`src/rtl/adc_pipe_stage_emulator.sv`:
```
// Behavioural emulator of a pipelined ADC with 1-bit-redundant stages and a final flash stage.
// Each stage resolves one digit per cycle from its residue; comparator offsets come from ofs_i.
module adc_pipe_stage_emulator #(
    parameter int unsigned NUM_BITS           = 3,
    parameter int unsigned NUM_BITS_PER_STAGE = 2,
    parameter int unsigned REDUNDANCY         = 1,
    parameter int unsigned BITS_ADC_STAGE     = 1,
    parameter int unsigned VIN_BITS           = 8,
    localparam int unsigned NUM_STAGES =
        (NUM_BITS - BITS_ADC_STAGE) / (NUM_BITS_PER_STAGE - REDUNDANCY),
    localparam int unsigned G = 2 ** (NUM_BITS_PER_STAGE - 1)
) (
    input  logic                                       clk_i,
    input  logic                                       reset_i,
    input  logic [VIN_BITS-1:0]                        vin_i,
    input  logic                                       vin_valid_i,
    input  logic [2*NUM_STAGES-1:0]                    ofs_i,
    output logic [NUM_BITS_PER_STAGE*NUM_STAGES-1:0]   d_stage_o,
    output logic [BITS_ADC_STAGE-1:0]                  d_last_stage_o,
    output logic [NUM_STAGES:0]                        stage_valid_o,
    output logic [NUM_BITS-1:0]                        code_o,
    output logic                                       code_valid_o
);

    localparam int unsigned NB = NUM_BITS_PER_STAGE;
    localparam int unsigned SW = VIN_BITS + NB + 4;
    // One LSB of the digit decision threshold scale (2^VIN_BITS at the 4*2^VIN_BITS scale).
    localparam logic signed [SW-1:0] OneV  = SW'(1) << VIN_BITS;
    localparam logic signed [SW-1:0] DMaxS = SW'(2 * G - 2);
    localparam logic [NB-1:0]        DMax  = NB'(2 * G - 2);

    for (genvar k = 0; k < NUM_STAGES; k++) begin : g_stage
        logic [VIN_BITS-1:0] r_in;
        logic                v_in;
        logic [NUM_BITS-1:0] c_in;
        logic signed [SW-1:0] num;
        logic signed [SW-1:0] quo;
        logic [NB-1:0]       d_d;
        logic [VIN_BITS-1:0] res_d;
        logic [NB-1:0]       d_q;
        logic [VIN_BITS-1:0] res_q;
        logic [NUM_BITS-1:0] code_q;
        logic                vld_q;

        if (k == 0) begin : g_first
            assign r_in = vin_i;
            assign v_in = vin_valid_i;
            assign c_in = vin_i[VIN_BITS-1 -: NUM_BITS];
        end else begin : g_next
            assign r_in = g_stage[k-1].res_q;
            assign v_in = g_stage[k-1].vld_q;
            assign c_in = g_stage[k-1].code_q;
        end

        // d = clamp(floor(2G*r - 1/2 + s/4)), evaluated exactly at scale 4*2^VIN_BITS.
        always_comb begin
            num = $signed(SW'(r_in) << (NB + 2)) - (OneV <<< 1);
            case (ofs_i[2*k +: 2])
                2'b01:   num = num + OneV;
                2'b11:   num = num - OneV;
                default: num = num;
            endcase
            quo = num >>> (VIN_BITS + 2);
            if (quo[SW-1]) begin
                d_d = '0;
            end else if (quo > DMaxS) begin
                d_d = DMax;
            end else begin
                d_d = quo[NB-1:0];
            end
            res_d = VIN_BITS'((SW'(r_in) << (NB - 1)) - (SW'(d_d) << (VIN_BITS - 1)));
        end

        always_ff @(posedge clk_i or posedge reset_i) begin
            if (reset_i) begin
                d_q    <= '0;
                res_q  <= '0;
                code_q <= '0;
                vld_q  <= 1'b0;
            end else begin
                vld_q <= v_in;
                if (v_in) begin
                    d_q    <= d_d;
                    res_q  <= res_d;
                    code_q <= c_in;
                end
            end
        end

        assign d_stage_o[k*NB +: NB] = d_q;
        assign stage_valid_o[k]      = vld_q;
    end

    logic [BITS_ADC_STAGE-1:0] last_d;
    logic [BITS_ADC_STAGE-1:0] last_q;
    logic [NUM_BITS-1:0]       code_q;
    logic                      last_vld_q;

    assign last_d = BITS_ADC_STAGE'(g_stage[NUM_STAGES-1].res_q >> (VIN_BITS - BITS_ADC_STAGE));

    always_ff @(posedge clk_i or posedge reset_i) begin
        if (reset_i) begin
            last_q     <= '0;
            code_q     <= '0;
            last_vld_q <= 1'b0;
        end else begin
            last_vld_q <= g_stage[NUM_STAGES-1].vld_q;
            if (g_stage[NUM_STAGES-1].vld_q) begin
                last_q <= last_d;
                code_q <= g_stage[NUM_STAGES-1].code_q;
            end
        end
    end

    assign d_last_stage_o            = last_q;
    assign stage_valid_o[NUM_STAGES] = last_vld_q;
    assign code_o                    = code_q;
    assign code_valid_o              = last_vld_q;

endmodule

```
`config.mk`:
```
export PLATFORM = sky130hd
export DESIGN_NAME = adc_pipe_stage_emulator
export DESIGN_NICKNAME = d
export VERILOG_FILES = /design/src/rtl/adc_pipe_stage_emulator.sv
export SDC_FILE = /design/constraint.sdc
export NUM_CORES = 1
export LEC_CHECK = 0
export CORE_ASPECT_RATIO = 1.4
export CORE_UTILIZATION = 50
export CTS_CLUSTER_SIZE = 10
export DETAILED_ROUTE_END_ITERATION = 10
export GPL_ROUTABILITY_DRIVEN = 0
export GPL_TIMING_DRIVEN = 0
export PLACE_DENSITY = 0.78
export REMOVE_ABC_BUFFERS = 1
export SYNTH_ARGS = -nofsm -noshare
export SYNTH_HDL_FRONTEND = slang
export SYNTH_SLANG_ARGS = --single-unit
```
`constraint.sdc`:
```
create_clock -name clk_i -period 2.7 [get_ports clk_i]
set_input_delay 0.405 -clock clk_i [delete_from_list [all_inputs] [get_ports clk_i]]
set_output_delay 0.405 -clock clk_i [all_outputs]
set_load 0.01 [all_outputs]
```
==> flow_metrics.tcl <==
set metrics [dict create \
    synthCells 132 \
    worst_ir_drop_vdd_uv 252.3 \
    viasPerCell 5.513 \
    synth.distinct_cells 38 \
    ys_dominant_reg_cell "dfrtp_1" \
    p_int_mw 0.5840 \
    fin_util_pct 68.66 \
    first_global_vias 1054 \
    pre_cts_ws_ps -539.7 \
    ant_nets 0 \
    vias 1064 \
    synth_area_leader_cell "dfrtp_1" \
    finalMaxSlewViolations 0 \
    worstRegToRegCells 10 \
    path_clk_slew_ps 110 \
    synth_edf_count 0 \
    syn-cell-area_um2 1319 \
    ys_seq_elements 21 \
    antenna_found_initial 0 \
    end_kind "flip-flop" \
    crit_fanout 4 \
    fin_crit_sh_pct 94.97 \
    clkPwrFrac_pct 17.1 \
    clock.fmax_mhz 390.0 \
    die-area_um2 2850 \
    initial_core_util_pct 53.97 \
    worstSkewPairLatency_ps 300 \
    drt_pass1_iterations 4 \
    netSwitchingFraction_pct 32.36 \
    cts_buffer_depth 2 \
    fin_nets 185 \
    fill_cells 192 \
    overflow 0 \
    routedWlPerCell_um 13.79 \
    hold_depth 3 \
    routed_wl_um 2661 \
    fin_hold_ws_ps 406.5 \
    critPathRequiredTime_ps 2930 \
    cts_tree "built" \
    crit_arrival_ps 2790 \
    ys_top_cells_by_area "dfrtp_1 40%, ha_1 9.5%, mux2_2 7.7%" \
    htreeDepth 1 \
    n_antenna_cell 0 \
    instances_no_fill 193 \
    area_growth_pct 27.23 \
    tightest_slew_ps 744.9 \
    post-synth-top-area-fraction_pct 39.85 \
    finalClockSkew_ps 5.995 \
    relSlewSlack_pct 50.29 \
    cts_hold_buf 0 \
    hold_viol 0 \
    die_w_um 45.41 \
    power_switching_mw 0.2794 \
    ios 27 \
    cts_made_buffers 3 \
    port_buffers 23 \
    power_frac_comb_pct 38.1 \
    min_period_ps 2564 \
    avgSynthCellArea_um2 9.991 \
    grt_pass1_wl_um 4416 \
    cp-start-kind "flip-flop" \
    first_iter_violations 21 \
    core_um2 2444 \
    cts-root-buf "clkbuf_4" \
    seqPwrFrac_pct 44.8 \
    yosysWarnings 0 \
    num_rows 21 \
    die_h_um 62.77 \
    p_per_area_nw_per_um2 514.6 \
    grt_util_all_layers_pct 20.78 \
    dp_hpwl_um 2003 \
    cap_violations 0 \
    finalSetupViolCount 0 \
    ys_seq_area_share_pct 39.85 \
    async_flop_share_pct 100.0 \
    route.detailed.drc 0 \
    timing.final.ws_setup_ps 135.7 \
    clock_sinks 21 \
    hp-class "input port to flip-flop" \
    drive_gt1_share_pct 19.50 \
    grt_start_max_net_pins 22 \
    p_leak_nw 0.8029 \
    status "finished, final reports clean" \
    critical_path_class "flip-flop to flip-flop" \
    dpl.cell_count 185 \
]
==> synthesized netlist by cell type, drive strengths merged, types with 2 or more instances <==
cell     n
o31ai    3
and2     3
nor2    12
o21ai    8
nor3     2
nand2    5
a211oi   2
a21o     3
mux2    10
xor2     4
a21oi    5
or4      2
a31oi    2
nand4    2
ha      10
o41ai    2
mux2i    3
inv     15
dfrtp   21
xnor2    2
buf      4
==> metal layers <==
metal | part of all wire (%) | routed length, um | GRT usage, %
met3 | 2.4 | 63 | 2.023
met5 | 0 | 0 | 0
met4 | 2.9 | 78 | 10.61
met2 | 54 | 1435 | 35.54
met1 | 41 | 1084 | 24.25
==> through the flow <==
stage | setup TNS (ps) | total power, mW | cell area, um2
finish | 0 | 0.8635 | 1678
global route | -39.68 | 0.9177 | 1678
CTS | 0 | 0.8442 | 1615
detailed placement | -1953 | 0.6907 | 1565
global placement | -1633 | 0.6758 | 1565
floorplan | 0 | 0.5747 | 1292
==> final timing paths <==
check                                                start                               end  slack, ps
setup / recovery           g_stage[0].res_q[5]$_DFFE_PP0P_   g_stage[1].res_q[7]$_DFFE_PP0P_        140
hold / removal                                    vin_i[5]  g_stage[0].code_q[0]$_DFFE_PP0P_        410
setup reg to reg           g_stage[0].res_q[5]$_DFFE_PP0P_   g_stage[1].res_q[7]$_DFFE_PP0P_        140
hold reg to reg              g_stage[1].d_q[1]$_DFFE_PP0P_     g_stage[1].d_q[1]$_DFFE_PP0P_        500
max in group asynchronous                          reset_i             code_o[2]$_DFFE_PP0P_       1720
min in group asynchronous                          reset_i        g_stage[0].vld_q$_DFF_PP0_        520
==> state kept, by name (all words and copies together) (netlist names) <==
name and count:
g_stage.code_q 6, g_stage.d_q 4, g_stage.res_q 4, code_o 3
g_stage.vld_q 2, code_valid_o 1, d_last_stage_o 1
==> cell families (layout without fill, tap and decap cells) <==
group | Yosys count | count (layout) | share of synthesized area [%]
AOI/OAI and AO/OA | 30 | 30 | 15.28
adders and majority gates | 10 | 10 | 9.488
DFF | 21 | 21 | 39.85
and+or+nand+nor | 33 | 33 | 14.04
xor gates and xnor gates | 6 | 6 | 3.985
muxes | 13 | 13 | 11.10
buffers and inverters | 19 | 46 | 6.261
==> power by group through the flow <==
stage | clock network, mW | logic, mW | registers, mW
floorplan | 0 | 0.173 | 0.402
global placement | 0 | 0.285 | 0.391
detailed placement | 0 | 0.296 | 0.395
CTS | 0.152 | 0.304 | 0.388
global route | 0.163 | 0.362 | 0.394
finish | 0.148 | 0.329 | 0.387
==> cells in the final DEF (no fill, tap or decap), types with 2 or more instances in the layout <==
cell             Yosys  final
dfrtp_1             21     21
clkdlybuf4s50_1      0     18
inv_1               15     15
nor2_1              12     12
mux2_2               9      9
ha_1                10      9
o21ai_0              8      6
nand2_1              5      5
a21oi_1              5      5
dlymetal6s2s_1       0      4
buf_4                3      4
mux2i_1              3      3
a21o_1               3      3
xor2_1               4      3
o31ai_1              3      3
clkbuf_4             0      3
o21ai_1              0      2
and2_2               1      2
xnor2_1              2      2
or4_1                2      2
nand4_1              2      2
==> repair_timing <==
item                                    in CTS  in global routing
pin swaps                                    2                  3
gates resized for setup                      4                 13
endpoints found under the setup margin       4                  4
buffers inserted                             2                  2
==> layout make-up <==
| class | count | area [um2] | share of cell area, % |
|---|---|---|---|
| Tap cell | 34 | 42.54 | 2.535 |
| Sequential cell | 21 | 525.5 | 31.32 |
| Multi-Input combinational cell | 92 | 757.0 | 45.12 |
| Inverter | 15 | 56.30 | 3.356 |
| Clock inverter | 1 | 5.005 | 0.2983 |
| Timing Repair Buffer | 27 | 269.0 | 16.03 |
| Clock buffer | 3 | 22.52 | 1.342 |
==> critical path, stage by stage, from the launching register on <==
cell,delay [ps]
dfrtp_1,370
inv_1,80
ha_1,300
inv_1,50
ha_1,200
a211oi_2,250
nor2_1,120
o41ai_2,300
a21oi_1,140
or4_1,520
a31oi_1,170
(Power assumes the default switching activity.)
